### config.mk
export PLATFORM = sky130hd
export DESIGN_NAME = mdu_iter_unit
export DESIGN_NICKNAME = d
export VERILOG_FILES = /design/src/rtl/mdu_iter_unit_pkg.sv /design/src/rtl/mdu_div_core.sv /design/src/rtl/mdu_iter_unit.sv
export SDC_FILE = /design/constraint.sdc
export NUM_CORES = 2
export LEC_CHECK = 0
export CAP_MARGIN = 20
export CORE_MARGIN = 2
export CORE_UTILIZATION = 57
export DETAILED_ROUTE_END_ITERATION = 8
export PLACE_DENSITY_LB_ADDON = 0.05
export SLEW_MARGIN = 10
export SYNTH_ARGS = -nofsm -noshare
export SYNTH_HDL_FRONTEND = slang
export SYNTH_HIERARCHICAL = 1
export SYNTH_SLANG_ARGS = --single-unit
### constraint.sdc
create_clock -name clk -period 9 [get_ports clk]
set_input_delay 1.8 -clock clk [delete_from_list [all_inputs] [get_ports clk]]
set_output_delay 1.8 -clock clk [all_outputs]
set_load 0.02 [all_outputs]
### src/rtl/mdu_iter_unit_pkg.sv
// Shared op codes, FSM states and decode helpers for the iterative multiply/divide unit.
package mdu_iter_unit_pkg;

   // Op codes as presented by EX on op_code.
   typedef enum logic [3:0] {
      OpNop   = 4'd0,
      OpMult  = 4'd1,
      OpMultu = 4'd2,
      OpDiv   = 4'd3,
      OpDivu  = 4'd4,
      OpMadd  = 4'd5,
      OpMaddu = 4'd6,
      OpMsub  = 4'd7,
      OpMsubu = 4'd8,
      OpMthi  = 4'd9,
      OpMtlo  = 4'd10
   } mdu_op_e;

   typedef enum logic [1:0] {
      StIdle,
      StMul,
      StDiv,
      StFix
   } mdu_state_e;

   // Ops whose operands are two's complement (magnitudes taken, sign fixed up at the end).
   function automatic logic is_signed_op(input mdu_op_e op);
      return (op == OpMult) || (op == OpDiv) || (op == OpMadd) || (op == OpMsub);
   endfunction

   // Ops that run through the multiplier; accumulate forms only when enabled.
   function automatic logic is_mul_op(input mdu_op_e op, input logic acc_en);
      return (op == OpMult) || (op == OpMultu) ||
             (acc_en && ((op == OpMadd) || (op == OpMaddu) ||
                         (op == OpMsub) || (op == OpMsubu)));
   endfunction

endpackage

### src/rtl/mdu_div_core.sv
// Radix-2 restoring divider on unsigned WIDTH-bit operands, one quotient bit per cycle.
module mdu_div_core #(
   parameter int unsigned WIDTH = 32
) (
   input  logic             clk,
   input  logic             rst,
   input  logic             start,
   input  logic             annul,
   input  logic [WIDTH-1:0] dividend,
   input  logic [WIDTH-1:0] divisor,
   output logic [WIDTH-1:0] quotient,
   output logic [WIDTH-1:0] remainder,
   output logic             busy,
   output logic             finish
);

   localparam int unsigned CntW = $clog2(WIDTH + 1);

   logic [WIDTH-1:0] rem_q, rem_d;
   logic [WIDTH-1:0] quo_q, quo_d;
   logic [WIDTH-1:0] dvsr_q;
   logic [CntW-1:0]  cnt_q;
   logic             busy_q;
   logic [WIDTH:0]   trial;
   logic             borrow;

   // One restoring step: shift in the next dividend bit and try to subtract the divisor.
   always_comb begin
      trial  = {rem_q, quo_q[WIDTH-1]} - {1'b0, dvsr_q};
      borrow = trial[WIDTH];
      rem_d  = borrow ? {rem_q[WIDTH-2:0], quo_q[WIDTH-1]} : trial[WIDTH-1:0];
      quo_d  = {quo_q[WIDTH-2:0], ~borrow};
   end

   // Iteration registers; start loads, annul abandons the division.
   always_ff @(posedge clk) begin
      if (rst) begin
         rem_q  <= '0;
         quo_q  <= '0;
         dvsr_q <= '0;
         cnt_q  <= '0;
         busy_q <= 1'b0;
      end else if (start) begin
         rem_q  <= '0;
         quo_q  <= dividend;
         dvsr_q <= divisor;
         cnt_q  <= CntW'(WIDTH);
         busy_q <= 1'b1;
      end else if (busy_q) begin
         if (annul) begin
            busy_q <= 1'b0;
         end else begin
            rem_q <= rem_d;
            quo_q <= quo_d;
            cnt_q <= cnt_q - CntW'(1);
            if (cnt_q == CntW'(1)) begin
               busy_q <= 1'b0;
            end
         end
      end
   end

   assign quotient  = quo_q;
   assign remainder = rem_q;
   assign busy      = busy_q;
   // High during the last iteration; results are valid from the next cycle.
   assign finish    = busy_q && (cnt_q == CntW'(1));

endmodule

### src/rtl/mdu_iter_unit.sv
// Iterative multiply/divide unit owning HI/LO: shift-add multiplier with optional
// accumulate, restoring divider, and a sign fix-up cycle before the HI/LO write.
module mdu_iter_unit
   import mdu_iter_unit_pkg::*;
#(
   parameter int unsigned WIDTH    = 32,
   parameter int unsigned MUL_STEP = 4,
   parameter int unsigned ACC_EN   = 1
) (
   input  logic             clk,
   input  logic             rst,
   input  logic             op_valid,
   input  logic [3:0]       op_code,
   input  logic [WIDTH-1:0] src_a,
   input  logic [WIDTH-1:0] src_b,
   input  logic             annul,
   output logic             op_ready,
   output logic             stallreq,
   output logic             busy,
   output logic             done,
   output logic             div0,
   output logic [WIDTH-1:0] hi_o,
   output logic [WIDTH-1:0] lo_o
);

   localparam int unsigned MulIters = WIDTH / MUL_STEP;
   localparam int unsigned CntW     = $clog2(MulIters + 1);

   mdu_state_e state_q, state_d;
   mdu_op_e    op_q, op;

   logic [WIDTH-1:0]          hi_q, hi_d, lo_q, lo_d;
   logic [WIDTH-1:0]          mcand_q, mplier_q;
   logic [2*WIDTH-1:0]        prod_q, prod_step;
   logic [CntW-1:0]           cnt_q;
   logic                      neg_q, rneg_q, div0_q;

   logic                      is_mul, is_div, is_mt, accept, long_op;
   logic                      a_neg, b_neg, b_zero, div_start;
   logic [WIDTH-1:0]          a_mag, b_mag;
   logic [WIDTH+MUL_STEP-1:0] partial, upper_sum;
   logic [2*WIDTH+MUL_STEP-1:0] shifted;
   logic [2*WIDTH-1:0]        acc, prod_s, fix_res;
   logic [WIDTH-1:0]          quo_s, rem_s;
   logic [WIDTH-1:0]          div_quo, div_rem;
   logic                      div_busy, div_finish;

   // Decode the presented op and form operand magnitudes for the signed variants.
   always_comb begin
      op        = mdu_op_e'(op_code);
      is_mul    = is_mul_op(op, ACC_EN != 0);
      is_div    = (op == OpDiv) || (op == OpDivu);
      is_mt     = (op == OpMthi) || (op == OpMtlo);
      long_op   = is_mul || is_div;
      accept    = op_valid && op_ready && !annul && (long_op || is_mt);
      a_neg     = is_signed_op(op) && src_a[WIDTH-1];
      b_neg     = is_signed_op(op) && src_b[WIDTH-1];
      a_mag     = a_neg ? -src_a : src_a;
      b_mag     = b_neg ? -src_b : src_b;
      b_zero    = (src_b == '0);
      div_start = accept && is_div && !b_zero;
   end

   // One multiplier step: add digit*mcand to the upper half, then shift the pair right.
   always_comb begin
      partial = '0;
      for (int unsigned j = 0; j < MUL_STEP; j++) begin
         if (mplier_q[j]) begin
            partial = partial + ({{MUL_STEP{1'b0}}, mcand_q} << j);
         end
      end
      upper_sum = {{MUL_STEP{1'b0}}, prod_q[2*WIDTH-1:WIDTH]} + partial;
      shifted   = {upper_sum, prod_q[WIDTH-1:0]};
      prod_step = shifted[2*WIDTH+MUL_STEP-1:MUL_STEP];
   end

   mdu_div_core #(
      .WIDTH (WIDTH)
   ) u_div_core (
      .clk       (clk),
      .rst       (rst),
      .start     (div_start),
      .annul     (annul),
      .dividend  (a_mag),
      .divisor   (b_mag),
      .quotient  (div_quo),
      .remainder (div_rem),
      .busy      (div_busy),
      .finish    (div_finish)
   );

   // Sign fix-up and accumulate: the value HI/LO take when FIX completes.
   always_comb begin
      acc    = {hi_q, lo_q};
      prod_s = neg_q ? -prod_q : prod_q;
      quo_s  = neg_q ? -div_quo : div_quo;
      rem_s  = rneg_q ? -div_rem : div_rem;
      unique case (op_q)
         OpMult, OpMultu: fix_res = prod_s;
         OpMadd, OpMaddu: fix_res = acc + prod_s;
         OpMsub, OpMsubu: fix_res = acc - prod_s;
         OpDiv, OpDivu:   fix_res = div0_q ? acc : {rem_s, quo_s};
         default:         fix_res = acc;
      endcase
   end

   // FSM next state and done; annul anywhere in a long op returns to idle without a write.
   always_comb begin
      state_d = state_q;
      done    = 1'b0;
      unique case (state_q)
         StIdle: begin
            if (accept && is_mul) begin
               state_d = StMul;
            end else if (accept && is_div) begin
               state_d = b_zero ? StFix : StDiv;
            end
         end
         StMul: begin
            if (annul) begin
               state_d = StIdle;
            end else if (cnt_q == CntW'(1)) begin
               state_d = StFix;
            end
         end
         StDiv: begin
            if (annul) begin
               state_d = StIdle;
            end else if (div_finish || !div_busy) begin
               state_d = StFix;
            end
         end
         StFix: begin
            state_d = StIdle;
            done    = !annul;
         end
         default: state_d = StIdle;
      endcase
   end

   // HI/LO next value: MTHI/MTLO write at accept, long ops on the edge leaving FIX.
   always_comb begin
      hi_d = hi_q;
      lo_d = lo_q;
      if (accept && (op == OpMthi)) begin
         hi_d = src_a;
      end
      if (accept && (op == OpMtlo)) begin
         lo_d = src_a;
      end
      if ((state_q == StFix) && !annul) begin
         {hi_d, lo_d} = fix_res;
      end
   end

   // State, HI/LO, latched op attributes and multiplier iteration registers.
   always_ff @(posedge clk) begin
      if (rst) begin
         state_q  <= StIdle;
         op_q     <= OpNop;
         hi_q     <= '0;
         lo_q     <= '0;
         div0_q   <= 1'b0;
         neg_q    <= 1'b0;
         rneg_q   <= 1'b0;
         mcand_q  <= '0;
         mplier_q <= '0;
         prod_q   <= '0;
         cnt_q    <= '0;
      end else begin
         state_q <= state_d;
         hi_q    <= hi_d;
         lo_q    <= lo_d;
         if (accept) begin
            op_q   <= op;
            div0_q <= is_div && b_zero;
            neg_q  <= a_neg ^ b_neg;
            rneg_q <= a_neg;
         end
         if (accept && is_mul) begin
            mcand_q  <= a_mag;
            mplier_q <= b_mag;
            prod_q   <= '0;
            cnt_q    <= CntW'(MulIters);
         end else if (state_q == StMul) begin
            prod_q   <= prod_step;
            mplier_q <= mplier_q >> MUL_STEP;
            cnt_q    <= cnt_q - CntW'(1);
         end
      end
   end

   assign op_ready = (state_q == StIdle);
   assign busy     = (state_q != StIdle);
   assign stallreq = busy || (op_valid && op_ready && long_op && !annul);
   assign div0     = div0_q;
   assign hi_o     = hi_q;
   assign lo_o     = lo_q;

endmodule
Word-level counts from Yosys, hierarchy flattened
Cells that the tools add are included.
{ "totals": {"out_inout_bits": 69, "wordCells": 153, "inputBits": 72, "reg_bits": 308} }
{ "classes": {"n_addsub": 14, "bitwise": 3, "muxes": 39, "reduce_logical": 50, "eq_ne": 29} }
{ "ops": {"columns": ["operator", "count"], "rows": [
  ["$mux 32", 15],
  ["$pmux 64 s4", 1],
  ["$mux 64", 2],
  ["$neg 32->32", 4],
  ["$mux 36", 3],
  ["$add 64x64->64", 1],
  ["$neg 64->64", 1],
  ["$sub 64x64->64", 1],
  ["$add 32x36->36", 1],
  ["$add 36x33->36", 1],
  ["$add 36x34->36", 1],
  ["$add 36x35->36", 1],
  ["$sub 33x32->33", 1],
  ["$eq 4x3->1 const B", 8],
  ["$logic_not 32->1", 1],
  ["$mux 6", 3],
  ["$eq 4x2->1 const B", 4],
  ["$eq 4x4->1 const B", 4],
  ["$logic_and 1x1->1", 15],
  ["$logic_or 1x1->1", 14],
  ["$eq 4x1->1 const B", 3],
  ["$mux 2", 6],
  ["$reduce_or 2->1", 6],
  ["$reduce_bool 2->1", 5],
  ["other kinds (18)", 33]
]} }

Longest topological paths before layout
{ "depth": {"word_depth": 12, "depth_mapped": 47, "ltp_nobuf": 45} }

Modules after synthesis
Netlist, hierarchy kept.
{ "by_module_without_submodules": {"columns": ["module", "cells_per_inst", "instances", "seq_area_each_um2", "area_per_inst_um2"], "rows": [
  ["mdu_iter_unit", 3620, 1, 4103.9, 26372.8],
  ["mdu_div_core", 800, 1, 2062.0, 6199.7]
]} }

Least setup slack after synthesis
No wires, ideal clock.
{ "synth_path": {"kind": "register to register", "start": "register mplier_q[0]", "end": "register prod_q[63]", "synth_period_minus_slack_ns": 8.511, "slack_ns": 0.489, "setup_time_ns": 0.120, "required_time_ns": 8.880, "stages_incl_launch_ff": 47, "t_arrival_ns": 8.391, "path_buffers": 2, "path_cell_list": "dfxtp_1 -> clkbuf_1 -> inv_1 -> nor2_1 -> ha_1 -> fa_1 -> a21oi_1 -> o221ai_1 -> a211o_1 -> a21o_1 -> a21oi_1 -> o21ai_0 -> a21o_1 -> a21oi_1 -> xnor2_1 -> mux2_2 -> ha_1 -> nand2_1 -> (+11 left out) -> a21oi_1 -> a21boi_0 -> a31oi_1 -> o31a_1 -> o21a_1 -> nor2_1 -> xnor2_1 -> mux2_2 -> ha_1 -> a21oi_1 -> nand2b_1 -> nand2_1 -> a2111oi_0 -> o21bai_1 -> o31a_1 -> o21ai_0 -> nor3b_1 -> a211o_1"} }
{ "synth_via": {"elab_chain_len": 8} }
{ "synth_lines": {"columns": ["element", "line_no", "rtl"], "rows": [
  ["start, declared", "mdu_iter_unit.sv:33", "logic [WIDTH-1:0] mcand_q, mplier_q;"],
  ["start signal, assigned", "mdu_iter_unit.sv:182", "mplier_q <= b_mag;"],
  ["start signal, assigned", "mdu_iter_unit.sv:187", "mplier_q <= mplier_q >> MUL_STEP;"],
  ["$mux 32 (*)", "mdu_iter_unit.sv:68", "if (mplier_q[j]) begin"],
  ["$add 36x33->36", "mdu_iter_unit.sv:69", "partial = partial + ({{MUL_STEP{1'b0}}, mcand_q} << j);"],
  ["$mux 36 (*)", "mdu_iter_unit.sv:68", null],
  ["$add 36x34->36", "mdu_iter_unit.sv:69", null],
  ["$mux 36 (*)", "mdu_iter_unit.sv:68", null],
  ["$add 36x35->36", "mdu_iter_unit.sv:69", null],
  ["$mux 36 (*)", "mdu_iter_unit.sv:68", null],
  ["$add 32x36->36 (*)", "mdu_iter_unit.sv:72", "upper_sum = {{MUL_STEP{1'b0}}, prod_q[2*WIDTH-1:WIDTH]} + partial;"],
  ["end signal, assigned", "mdu_iter_unit.sv:186", "prod_q <= prod_step;"],
  ["end, declared", "mdu_iter_unit.sv:34", "logic [2*WIDTH-1:0] prod_q, prod_step;"]
]} }
Every way passes the cells marked *; elsewhere a longest branch is shown, timed or not.
A chain may end at the register's enable or synchronous reset.

Worst setup path in the final report
Ends and elaborated chain as after synthesis.

==> impl_metrics.json <==
{
  "power_density_mw_per_mm2": 177,
  "max_freq_mhz": 118,
  "cts.sinks": 308,
  "switching_share": 0.429,
  "grt_busiest_layer": "met2",
  "drive_gt1_frac": 0.0697,
  "final_cell_mix": "nor2_1, a21oi_1, nand2_1",
  "numCtsBuffers": 38,
  "clk_pin_slew_ns": 0.06,
  "p_sw_w": 0.00272,
  "nFillCells": 5280,
  "met3_usage": 0.0568,
  "htree_num_levels": 2,
  "drc": 0,
  "synth_nets": 4732,
  "synth_cells": 4420,
  "die_h_um": 243,
  "path_buf_inv": 1,
  "max_cap_viol_count": 0,
  "dpl_cell_area_mm2": 0.0344,
  "crit_type": "reg2reg",
  "whs_path_depth": 2,
  "rows": 87,
  "ir_drop_v": 0.000264,
  "rr_startpoint": "mplier_q[0]",
  "cts_tree": "yes",
  "vias_per_cell": 6.46,
  "ys_async_sr_fraction": 0,
  "overflow": 0,
  "hp-start": "hi_o[12]",
  "use_met1": 0.498,
  "clockPowerShare": 0.259,
  "start_util": 0.577,
  "cts-root-buf": "clkbuf_16",
  "vias": 33566,
  "worst_slack_ns": 0.507,
  "mostFrequentLayoutCell": "nor2_1",
  "multi_input_area_mm2": 0.0250,
  "finalInstanceArea_mm2": 0.0360,
  "yosysSeqAreaShare": 0.189,
  "hold_buffers": 0,
  "wl_per_cell_um": 22.1,
  "relSlewSlack": 0.270,
  "p_leak_nw": 15.5,
  "path_max_fanout": 6,
  "cp.depth": 45,
  "finalNetCount": 4720,
  "ys_seq_elements": 308,
  "yosysUniqueCellTypes": 103,
  "min_path_type": "reg2reg",
  "antenna_found_initial": 6,
  "critPathCaptureType": "flop",
  "insertion_delay_ns": 0.59,
  "pre_cts_slack_ns": -0.0619,
  "critical_path.top_delay_family": "compound AO/OA/AOI/OAI gates",
  "final_max_slew_viol_count": 0,
  "critPathArrivalTime_ns": 8.97,
  "yosys_warnings": 6,
  "final_cell_count_no_fill": 5194,
  "synth_ff_type": "dfxtp_1",
  "combPwrFrac": 0.503,
  "status": "completed",
  "crit_start": "mplier_q[0]",
  "dpl.cell_count": 5119,
  "critPathMaxStageDelay_ns": 0.43,
  "grt_pass1_wl_mm": 176,
  "ios": 141,
  "rrSetupSlack_ns": 0.51,
  "power_frac_seq": 0.238,
  "post-dp-hpwl_mm": 88.1,
  "synth-edff-count": 0,
  "synth.cell_area_mm2": 0.0326,
  "finalHoldViolCount": 0,
  "grt_pass1_vias": 30774,
  "grt.total_usage": 0.372,
  "finalCritPeriodShare": 0.944,
  "worst_slew_pin_slew_ns": 1.08,
  "place.gp.congestion": 1.04,
  "fin_crit_ns": 8.49,
  "critPathSlowestCell": "fa_2",
  "r2r_end": "prod_q[63]",
  "routed_wirelength_mm": 115,
  "io_buffers": 140,
  "core_area_mm2": 0.0565,
  "drt_first_pass_iters": 7,
  "final_antenna_net_count": 0,
  "regArea_mm2": 0.00617,
  "setup-violations-final": 0,
  "areaGrowthSynthToFinish_pct": 10.5,
  "clock_path_buffers": 3,
  "internal_power_w": 0.00363,
  "hold_ws_ns": 0.480,
  "start_kind": "flop",
  "fin_worst_skew_ns": 0.0344,
  "tns_ns": 0,
  "grt_max_degree": 127,
  "hold_end": "hi_o[12]",
  "reg2reg_depth": 45,
  "gr-usage-met2": 0.593,
  "synth.avg_cell_area_um2": 7.37,
  "die-area_mm2": 0.0591,
  "drt_iter0_markers": 3167,
  "worstPathRequired_ns": 9.48,
  "die_w_um": 243
}
[synthesized netlist by cell type (57+ instances only)]
master | instances | area share
nor2_1 | 521 | 0.060
a21oi_1 | 451 | 0.069
nand2_1 | 336 | 0.039
dfxtp_1 | 308 | 0.19
ha_1 | 234 | 0.090
xor2_1 | 227 | 0.061
o21ai_0 | 216 | 0.033
clkbuf_1 | 213 | 0.025
xnor2_1 | 213 | 0.057
nor3_1 | 159 | 0.024
inv_1 | 156 | 0.018
mux2i_1 | 131 | 0.040
a21o_1 | 123 | 0.028
nand3_1 | 84 | 0.013
o31ai_1 | 63 | 0.015
o221ai_1 | 57 | 0.015
[power groups by stage]
stage                     logic, W  clock network (W)  registers [W]
after floorplan            0.00235                  0        0.00150
after global placement     0.00308                  0        0.00154
after detailed placement   0.00308                  0        0.00154
after CTS                  0.00311            0.00166        0.00151
after global routing       0.00343            0.00172        0.00152
final                      0.00320            0.00165        0.00151
[sequential cells by signal, summed over array words and instances, names as in the netlist, 2 cells and up]
signal                cells
hi_o                     32
op_q                      4
cnt_q                     4
mcand_q                  32
mplier_q                 32
u_div_core/remainder     32
prod_q                   64
u_div_core/dvsr_q        32
lo_o                     32
u_div_core/quotient      32
state_q                   2
u_div_core/cnt_q          6
[worst reg2reg max path: cells and delay by family (launching register included)]
kind / cells / cell delay (ns)
AO/OA/AOI/OAI: 28 / 5.09
adder cells (fa/ha/maj): 5 / 1.45
AND/OR/NAND/NOR: 8 / 0.97
flip-flops: 1 / 0.35
multiplexers: 1 / 0.27
XOR/XNOR: 2 / 0.21
buffers and inverters: 1 / 0.07
[metal layers]
metal	up-vias	routed length, um
li1	16106	-
met1	15862	49500
met2	1294	50700
met3	300	8990
met4	4	5420
met5	-	29
[final cells by class]
cell class                      instances  share of cell area
Clock buffer                           51              0.0289
Multi-Input combinational cell       3693               0.695
Tap cell                              756              0.0263
Timing Repair Buffer                  208              0.0540
Clock inverter                         17             0.00769
Sequential cell                       308               0.172
Inverter                              159              0.0166
Antenna cell                            2            0.000139
[timing repair]
item | in CTS | in global routing
gates resized for setup | 1 | 42
endpoints found under the setup margin | 2 | 14
cloned | 0 | 0
pin swaps | 0 | 13
setup buffers | 0 | 4
[how the worst max path moves through the flow]
stage and end:
6_report prod_q[63], 5_1_grt prod_q[63], 3_5_place_dp prod_q[63], 2_1_floorplan prod_q[63], 4_1_cts prod_q[63], 3_3_place_gp prod_q[62]
[logic make-up after synthesis]
group,synth area share
buffers and inverters,0.0506
AOI/OAI and AO/OA,0.269
xor gates and xnor gates,0.121
and+or+nand+nor,0.220
DFF,0.189
adders and majority gates,0.0936
muxes,0.0575
[through the flow]
| stage | util | total power (W) |
|---|---|---|
| 2_1_floorplan | - | 0.00385 |
| 3_3_place_gp | 0.610 | 0.00462 |
| 3_5_place_dp | 0.610 | 0.00462 |
| 4_1_cts | 0.633 | 0.00628 |
| 5_1_grt | 0.637 | 0.00667 |
| 6_report | 0.637 | 0.00636 |
(Power assumes the default switching activity.)
